[src/rtl/pc_gen.sv]
// Fetch-stage program-counter generator: boot delay, sequential +4 fetch,
// branch/trap redirects with misalignment trapping, and debug halt/resume.
module pc_gen #(
   parameter logic [31:0] RESET_VECTOR = 32'h0000_0000,
   parameter logic [31:0] TRAP_VECTOR  = 32'h0000_0100,
   parameter int unsigned BOOT_DELAY   = 2
) (
   input  logic        clk,
   input  logic        rst_n,
   input  logic        fetch_ready,
   input  logic        branch_taken,
   input  logic [31:0] branch_target,
   input  logic        trap_req,
   input  logic        halt_req,
   input  logic        resume,
   output logic [31:0] pc_out,
   output logic        pc_valid,
   output logic        flush,
   output logic        misalign,
   output logic [31:0] bad_target,
   output logic        halted,
   output logic [31:0] fetch_count
);

   localparam logic [1:0] ST_BOOT   = 2'd0;
   localparam logic [1:0] ST_RUN    = 2'd1;
   localparam logic [1:0] ST_HALTED = 2'd2;

   localparam logic [7:0] BOOT_LAST = 8'(BOOT_DELAY);

   logic [1:0] state;
   logic [7:0] boot_cnt;
   logic       accept;

   assign accept = pc_valid & fetch_ready;

   always_ff @(posedge clk or negedge rst_n) begin
      if (!rst_n) begin
         state       <= ST_BOOT;
         boot_cnt    <= '0;
         pc_out      <= RESET_VECTOR;
         pc_valid    <= 1'b0;
         flush       <= 1'b0;
         misalign    <= 1'b0;
         bad_target  <= '0;
         halted      <= 1'b0;
         fetch_count <= '0;
      end else begin
         flush    <= 1'b0;
         misalign <= 1'b0;
         case (state)
            ST_BOOT: begin
               if (boot_cnt == BOOT_LAST) begin
                  state    <= ST_RUN;
                  pc_valid <= 1'b1;
               end else begin
                  boot_cnt <= boot_cnt + 8'd1;
               end
            end
            ST_RUN: begin
               if (accept)
                  fetch_count <= fetch_count + 32'd1;
               // Redirects override the +4 step; an unaccepted request is squashed.
               if (trap_req) begin
                  pc_out <= TRAP_VECTOR;
                  flush  <= 1'b1;
               end else if (branch_taken && (branch_target[1:0] != 2'b00)) begin
                  pc_out     <= TRAP_VECTOR;
                  flush      <= 1'b1;
                  misalign   <= 1'b1;
                  bad_target <= branch_target;
               end else if (branch_taken) begin
                  pc_out <= branch_target;
                  flush  <= 1'b1;
               end else if (accept) begin
                  pc_out <= pc_out + 32'd4;
               end
               if (halt_req) begin
                  state    <= ST_HALTED;
                  pc_valid <= 1'b0;
                  halted   <= 1'b1;
               end
            end
            ST_HALTED: begin
               if (resume) begin
                  state    <= ST_RUN;
                  pc_valid <= 1'b1;
                  halted   <= 1'b0;
               end
            end
            default: begin
               state    <= ST_BOOT;
               boot_cnt <= '0;
               pc_valid <= 1'b0;
               halted   <= 1'b0;
            end
         endcase
      end
   end

endmodule
[config.mk]
export PLATFORM = sky130hd
export DESIGN_NAME = pc_gen
export DESIGN_NICKNAME = d
export VERILOG_FILES = /design/src/rtl/pc_gen.sv
export SDC_FILE = /design/constraint.sdc
export NUM_CORES = 1
export LEC_CHECK = 0
export BUFFER_PORTS_ARGS = -buffer_cell sky130_fd_sc_hd__buf_2
export CAP_MARGIN = 0
export CELL_PAD_IN_SITES_DETAIL_PLACEMENT = 1
export CELL_PAD_IN_SITES_GLOBAL_PLACEMENT = 1
export CORE_MARGIN = 4
export CORE_UTILIZATION = 37
export DETAILED_ROUTE_END_ITERATION = 12
export PLACE_DENSITY = 0.76
export SLEW_MARGIN = 20
export SYNTH_ARGS = -nofsm -noshare
export SYNTH_HDL_FRONTEND = slang
export SYNTH_SLANG_ARGS = --single-unit
[constraint.sdc]
create_clock -name clk -period 5.2 [get_ports clk]
set_input_delay 0.52 -clock clk [delete_from_list [all_inputs] [get_ports clk]]
set_output_delay 0.52 -clock clk [all_outputs]
set_load 0.005 [all_outputs]
==> run metrics, run 1 <==
clk buf depth=2; most common cell in the netlist=dfrtp_1; number of synthesized flops with an enable pin=0; CP Launch Point=branch_taken; pwr/cell area=446.4 mW/mm²; P_leak=3.084 nW; reg2reg end=bad_target[17]; unrepaired setup endpoints after global routing=no; clk slew on worst S/H paths=70 ps; Post-DP HPWL=11.60 mm; Hold-fix buffers, CTS=0; Die Height=128.1 µm; Final period util=55.32%; share of synthesized registers carrying an async set or reset=100.0%; WS Path Type=input pin to register; antenna violations before repair=1; setup TNS=0 ps; GR Util All Layers=19.63%; layout overhead on the synthesized area=22.75%; # rows=43; Post-Syn Area=0.005335 mm²; Relative slew margins=27.17%; number of global-route vias before repair=4777; clk_lat worst skew=360 ps; Max-cap violations=0; WHS=207.8 ps; Via density=5.496; Root Driver=clkbuf_16; drt pass-1 iters=4; Worst Setup EP=bad_target[17]; number of DRC markers in iteration 0=257; Sink Count=109; filler instances=1615; IR drop worst, VDD=0.2340 mV; top cell type's share of synthesized area=51.13%; flip-flop and latch area=0.002728 mm²; Area contributors post-synth=dfrtp_1 (51%), mux2_2 (7.2%), o21ai_0 (3.8%); CTS tree=yes; drt wl/cell=19.19 µm; status=completed; GPL Wtd Cong=0.8407; share of layout cells above drive strength 1=31.48%; largest net degree at the start of global routing=57; Synthesized Nets=557; crit path max fanout=40; Final Hold Fails=0; Post-synth top cells=dfrtp_1 (109), nand2_1 (42), o21ai_0 (40), mux2_2 (34); initial core utilization=38.14%; fin util=46.82%; Finished Layout Cells=829; number of gates resized after CTS=0; Ports=139; via count=4556; fin crit period=2877 ps; final slew viol count=0; GRT Residual Overflow=0; dominant cell type by area after synthesis=dfrtp_1; CP Launch Type=input pin; Seq/Total Area, Yosys=51.13%; placed cell count=812; Multi-input gate area=0.002485 mm²; Final Skew=8.725 ps; die width=128.1 µm; CORE AREA=0.01399 mm²; first-pass GRT wire length=25.79 mm; Residual DRC=0; worst slew pin tran=1087 ps; Final setup violation count=0; synthesis-stage register bit count=109; H-tree Lvls=3; FF-to-FF path depth=6; cts bufs inserted=9; die area=0.01640 mm²; Distinct cells, synth=50; Final ANT Viol Nets=0; Synth Instances=511; crit end category=register; HP Class=input pin to asynchronous set/reset pin; Post-Route WL=15.91 mm; fin nets=689; Crit path arrival time=3110 ps; Most used DFF post-synth=dfrtp_1; fmax=347.6 MHz; # Post-CTS Setup Buffers=0; Port Buffers=138; r2r setup slk=2430 ps; Critical Path RT=5440 ps; Syn Area/Cell=10.44 µm²; Worst R2R Start=state[1]; synth warn=0
## flip-flops by register name, indices dropped and copies added, names as in the netlist
| register | count |
|---|---|
| misalign | 1 |
| flush | 1 |
| pc_out | 32 |
| bad_target | 32 |
| boot_cnt | 8 |
| halted | 1 |
| state | 2 |
| fetch_count | 32 |
## how the worst min path moves through the flow
| stage | startpoint | end | slack, ps | cells past startpoint |
|---|---|---|---|---|
| floorplan | rst_n | bad_target[0] | 220 | 0 |
| finish | rst_n | fetch_count[29] | 210 | 1 |
| CTS | rst_n | fetch_count[29] | 250 | 1 |
| global placement | fetch_count[31] | fetch_count[31] | 460 | 1 |
| detailed placement | pc_out[0] | pc_out[0] | 480 | 1 |
| global route | rst_n | fetch_count[29] | 270 | 1 |
## cells by family after synthesis
family,count (synthesis),synth area share [%]
buf+inv,32,2.392
compound gates,103,11.59
xor+xnor,36,5.910
mux,38,7.950
fa+ha+maj,7,1.642
simple gates,186,19.39
flops,109,51.13
## report_power, final
group          internal [mW]  switching (mW)
sequential              1.07           0.221
combinational          0.393           0.432
clock                  0.484           0.322
total                   1.95           0.974
## layer usage
layer,up-vias,GRT usage [%],part of all wire [%]
met5,-,0,0
li1,2133,-,-
met3,15,3.458,4.4
met4,0,5.993,1.3
met2,96,32.81,50
met1,2312,26.06,44
## stage by stage
stage	setup slack, ps	total power [mW]	instance area (µm²)
final	2323	2.923	6549
after CTS	2310	2.952	6546
after global routing	2109	3.119	6549
after global placement	2081	2.084	6198
after detailed placement	1940	2.139	6198
after floorplan	3159	1.715	5335
## critical path, stage by stage
cell	delay (ps)
buf_2	550
o21ai_0	310
nor3_2	880
buf_4	460
mux2_2	380
## cell usage in the layout (no fill, tap or decap), types with 21 or more instances in the layout
cell and instances:
nor2_1 28, a21oi_1 27, o21ai_0 40, nand2_1 42
nand4_1 23, nand3_1 28, mux2_2 34, buf_2 137
dfrtp_1 109, xnor2_1 21
## layout make-up
cell class	instances	share of cell area, %
flip-flops and latches	109	41.65
multi-input cells	370	37.94
repair buffers	141	10.93
clock buffers	10	3.649
well taps	180	3.439
clock inverters	6	1.662
inverters	12	0.6878
diodes	1	0.03821
No activity file was read; power rests on OpenSTA's default activity.
==> inputs of run 2 (changes only) <==
- PLACE_DENSITY: 0.76 -> 0.79
- clock period: 5.2 -> 2.6 ns (I/O delays scaled with it)
==> run metrics, run 2 (synthesis gave the netlist of run 1 again) <==
placed cell count=819 (was 812); filler instances=1626 (was 1615); flip-flop and latch area=0.002728 mm² (unchanged); r2r setup slk=260 ps (was 2430 ps); final slew viol count=0 (unchanged); largest net degree at the start of global routing=63 (was 57); Ports=139 (unchanged); WS Path Type=register to register (was input pin to register); clock group share of total power=25.1% (was 27.6%); worst slew pin tran=735.5 ps (was 1087 ps); antenna violations before repair=0 (was 1); crit path max fanout=8 (was 40); layout overhead on the synthesized area=23.29% (was 22.75%); Root Driver=clkbuf_16 (unchanged); drt wl/cell=19.02 µm (was 19.19 µm); clk buf depth=2 (unchanged); CTS tree=yes (unchanged); setup TNS=0 ps (unchanged); fin util=47.02% (was 46.82%); number of DRC markers in iteration 0=278 (was 257); ant diodes=0 (was 1); Comb power frac=29.6% (was 28.2%); Final period util=89.93%; Switching Power=1.933 mW (was 0.9740 mW); Sink Count=109 (unchanged); Port Buffers=138 (unchanged); GRT Residual Overflow=0 (unchanged); fin nets=697 (was 689); drt pass-1 iters=4 (unchanged); fmax=427.7 MHz; FF-to-FF path depth=6 (unchanged); Power Total=5.682 mW (was 2.923 mW); unrepaired setup endpoints after global routing=no (unchanged); CORE AREA=0.01399 mm² (unchanged); # Post-CTS Setup Buffers=0 (unchanged); Final Skew=7.883 ps (was 8.725 ps); Via density=5.547 (was 5.496); first-pass GRT wire length=26.02 mm (was 25.79 mm); Max-cap violations=0 (unchanged); number of global-route vias before repair=4922 (was 4777); most frequent cells in the layout=buf_2 (137), dfrtp_1 (109), nand2_1 (42) (unchanged); GPL Wtd Cong=0.8391 (was 0.8407); GRT met3 Usage=3.708% (was 3.458%); Finished Layout Cells=836 (was 829); clk slew on worst S/H paths=70 ps (about the same); Multi-input gate area=0.002485 mm² (unchanged); Residual DRC=0 (unchanged); HP Class=input pin to register (was input pin to asynchronous set/reset pin); CP Launch Type=register (was input pin); reg2reg end=fetch_count[30] (was bad_target[17]); clk_lat worst skew=360 ps (about the same); Crit path arrival time=2580 ps (was 3110 ps); most common cell after layout, fill and taps aside=buf_2 (unchanged); pwr/cell area=863.9 mW/mm² (was 446.4 mW/mm²); die area=0.01640 mm² (unchanged); # rows=43 (unchanged); initial core utilization=38.14% (unchanged); Largest regs=bad_target: 32 flops, fetch_count: 32 flops, pc_out: 32 flops (unchanged); busiest layer in global routing=met2 (unchanged); Die Height=128.1 µm (unchanged); Worst R2R Start=state[0] (was state[1]); via count=4637 (was 4556); cts bufs inserted=9 (unchanged); Post-Route WL=15.90 mm (was 15.91 mm); met2 Usage GRT=33.95% (was 32.81%); Hold EP=pc_out[28]; P_leak=3.103 nW (was 3.084 nW); internal power of the cells=3.749 mW (was 1.949 mW); IR drop worst, VDD=0.3916 mV (was 0.2340 mV); share of layout cells above drive strength 1=31.86% (was 31.48%); Worst Hold Depth=3; Hold Path Origin=branch_target[28]; power share of the sequential group=45.3% (was 44.2%); Critical Path RT=2840 ps (was 5440 ps); status=completed (unchanged); crit end category=register (unchanged); Final Hold Fails=0 (unchanged); Final setup violation count=0 (unchanged); die width=128.1 µm (unchanged); fin crit period=2338 ps; met1 usage=24.79% (was 26.06%); Relative slew margins=50.82% (was 27.17%); GR Util All Layers=19.64% (was 19.63%); H-tree Lvls=3 (unchanged); Final ANT Viol Nets=0 (unchanged); Net Sw Frac=34.02% (was 33.32%); Post-DP HPWL=11.94 mm (was 11.60 mm)
[run 2: how the worst max path moves through the flow]
stage | start | to | slack, ps | cells after the start
final | state[0] | fetch_count[30] | 260 | 6
after global placement | state[0] | fetch_count[22] | 440 | 6
after floorplan | state[0] | pc_out[6] | 560 | 9
after global routing | state[0] | fetch_count[30] | 70 | 6
after CTS | state[0] | fetch_count[30] | 240 | 6
after detailed placement | state[0] | fetch_count[28] | 260 | 6
[run 2: area by class of cell]
class | count | share of cell area [%]
clock buffers | 13 | 3.957
flip-flops and latches | 109 | 41.47
inverters | 12 | 0.6848
repair buffers | 149 | 12.02
well taps | 180 | 3.424
clock inverters | 3 | 0.6658
multi-input cells | 370 | 37.78
[run 2: worst max-delay path: stages, from the launching register on]
cell     delay, ps
dfrtp_1        480
ha_1           330
and3_1         350
nand4_4        180
nor4_4         540
nand3_1        180
xnor2_1        160
[run 2: metrics by stage]
step	instance area, µm²	hold WS (ps)	setup slack, ps
after global routing	6578	146.7	70.09
after floorplan	5335	-35.59	558.6
after CTS	6578	142.0	241.7
final	6578	152.2	261.8
after detailed placement	6264	329.1	256.0
after global placement	6264	313.4	443.2
[run 2: power by group through the flow]
stage / combinational, mW / clock, mW / sequential [mW]
after detailed placement: 1.71 / 0 / 2.60
final: 1.68 / 1.43 / 2.58
after floorplan: 0.874 / 0 / 2.56
after CTS: 1.71 / 1.46 / 2.57
after global placement: 1.62 / 0 / 2.55
after global routing: 1.89 / 1.54 / 2.65
[run 2: what timing repair did]
| item | in CTS | in global routing |
|---|---|---|
| hold endpoints to repair | 47 | 0 |
| hold buffers | 1 | 0 |
| gates resized for setup | 0 | 0 |
[run 2: layer usage]
layer  vias to the layer above  part of all wire [%]
met2                       118                    51
met5                         -                     0
met4                         0                   1.5
met1                      2350                    42
met3                        13                   5.2
li1                       2156                     -
==> inputs of run 3 (changes only) <==
- CORE_MARGIN: 4 -> default
- RECOVER_POWER: default -> 25
==> run metrics, run 3 (synthesis gave the netlist of run 1 again) <==
# Post-CTS Setup Buffers=0 (unchanged); Final ANT Viol Nets=0 (unchanged); Relative slew margins=-10.86% (was 50.82%); CORE AREA=0.01399 mm² (unchanged); share of layout cells above drive strength 1=31.81% (was 31.86%); GRT Residual Overflow=0 (unchanged); Critical Path RT=2860 ps (was 2840 ps); drt wl/cell=18.79 µm (was 19.02 µm); most common cell after layout, fill and taps aside=buf_2 (unchanged); CP max stage cell=nor4_4 (unchanged); antenna violations before repair=0 (unchanged); Post-Route WL=15.73 mm (was 15.90 mm); status=finished with violations (was completed); Sink Count=109 (unchanged); Die Height=122.1 µm (was 128.1 µm); Finished Layout Cells=837 (was 836); Final setup violation count=0 (unchanged); layout overhead on the synthesized area=23.71% (was 23.29%); fmax=431.1 MHz (was 427.7 MHz); filler instances=1615 (was 1626); fin nets=698 (was 697); failing checks=max-capacitance violations, max-slew violations; crit end category=register (unchanged); Final Hold Fails=0 (unchanged); crit path max fanout=8 (unchanged); Worst Hold Depth=2 (was 3); first-pass GRT wire length=25.07 mm (was 26.02 mm); setup TNS=0 ps (unchanged); number of DRC markers in iteration 0=217 (was 278); P_leak=3.109 nW (was 3.103 nW); initial core utilization=38.14% (unchanged); ant diodes=0 (unchanged); clk buf depth=2 (unchanged); Via density=5.536 (was 5.547); WHS=153.1 ps (was 152.2 ps); final slew viol count=66 (was 0); placed cell count=820 (was 819); Root Driver=clkbuf_16 (unchanged); Ports=139 (unchanged); clk slew on worst S/H paths=70 ps (about the same); Final Skew=6.631 ps (was 7.883 ps); cts bufs inserted=9 (unchanged); number of global-route vias before repair=4807 (was 4922); HP Class=input pin to register (unchanged); most frequent cells in the layout=buf_2 (137), dfrtp_1 (109), nand2_1 (42) (unchanged); via count=4634 (was 4637); die area=0.01490 mm² (was 0.01640 mm²); largest net degree at the start of global routing=66 (was 63); Port Buffers=138 (unchanged); # rows=43 (unchanged); drt pass-1 iters=4 (unchanged); clk_lat worst skew=360 ps (about the same); CTS tree=yes (unchanged); unrepaired setup endpoints after global routing=no (unchanged); Final period util=89.22% (was 89.93%); Crit path arrival time=2580 ps (about the same); die width=122.1 µm (was 128.1 µm); Power Total=5.773 mW (was 5.682 mW); Residual DRC=0 (unchanged); WS Path Type=register to register (unchanged); Largest regs=bad_target: 32 flops, fetch_count: 32 flops, pc_out: 32 flops (unchanged); Max-cap violations=1 (was 0); worst slack, placed=243.6 ps (was 256.0 ps); Hold-fix buffers, CTS=1 (unchanged); worst slew pin tran=1663 ps (was 735.5 ps); Post-DP HPWL=11.34 mm (was 11.94 mm); CP Launch Type=register (unchanged); GPL Wtd Cong=0.8139 (was 0.8391); number of gates resized after CTS=0 (unchanged); crit-path cells=ha_1, and3_1, nand4_4, nor4_4, nand3_1, xnor2_1 (unchanged); worst setup margin=280.3 ps (was 261.8 ps); H-tree Lvls=3 (unchanged); max incr delay on CP=520 ps (was 540 ps); pwr/cell area=874.7 mW/mm² (was 863.9 mW/mm²); fin crit period=2320 ps (was 2338 ps); IR drop worst, VDD=0.4038 mV (was 0.3916 mV); FF-to-FF path depth=6 (unchanged); GR Util All Layers=21.76% (was 19.64%); r2r setup slk=280 ps (was 260 ps)
[run 3: cell count changes in the layout (fill, tap and decap cells not counted), sizes merged]
cell | before | now
clkbuf | 13 | 16
bufinv | 1 | 2
clkinv | 2 | 0
clkinvlp | 0 | 1
buf | 148 | 146
[run 3: where the power goes]
part / total [mW] / leakage [nW] / switching (mW) / internal (mW)
clock: 1.52 / 0.156 / 0.621 / 0.899
combinational: 1.68 / 1.52 / 0.867 / 0.810
sequential: 2.58 / 1.43 / 0.432 / 2.14
total: 5.77 / 3.11 / 1.92 / 3.85
[run 3: final timing paths]
check,start,to
max,state[0],fetch_count[18]
max in group asynchronous,rst_n,pc_out[12]
max reg2reg,state[0],fetch_count[18]
min in group asynchronous,rst_n,bad_target[31]
min reg2reg,fetch_count[31],fetch_count[31]
min,branch_target[3],bad_target[3]
[run 3: metrics by stage]
step / utilization, % / area, µm²
2_1_floorplan: - / 5335
3_3_place_gp: 44.92 / 6284
3_5_place_dp: 44.92 / 6284
4_1_cts: 47.33 / 6621
5_1_grt: 47.18 / 6600
6_report: 47.18 / 6600
[run 3: area by class of cell]
type                    instances  area (µm²)  area share (%)
clock buffers                  13       260.3           3.943
clock inverters                 3       67.56           1.024
inverters                      12       45.04          0.6825
multi-input cells             370        2485           37.65
flip-flops and latches        109        2728           41.33
well taps                     180       225.2           3.412
repair buffers                150       789.5           11.96
[run 3: per-layer routing]
metal	up-vias	GRT usage, %	wire length, µm
li1	2141	-	-
met1	2362	28.13	6777
met2	111	35.98	7959
met3	20	4.635	670
met4	0	7.470	318
met5	-	0	0
[run 3: worst max-delay path: cells and delay by family, from the launching register on]
| kind | cells | cell delay [ps] |
|---|---|---|
| AND/OR/NAND/NOR | 4 | 1210 |
| adder cells (fa/ha/maj) | 1 | 320 |
| flip-flops | 1 | 470 |
| XOR/XNOR | 1 | 220 |
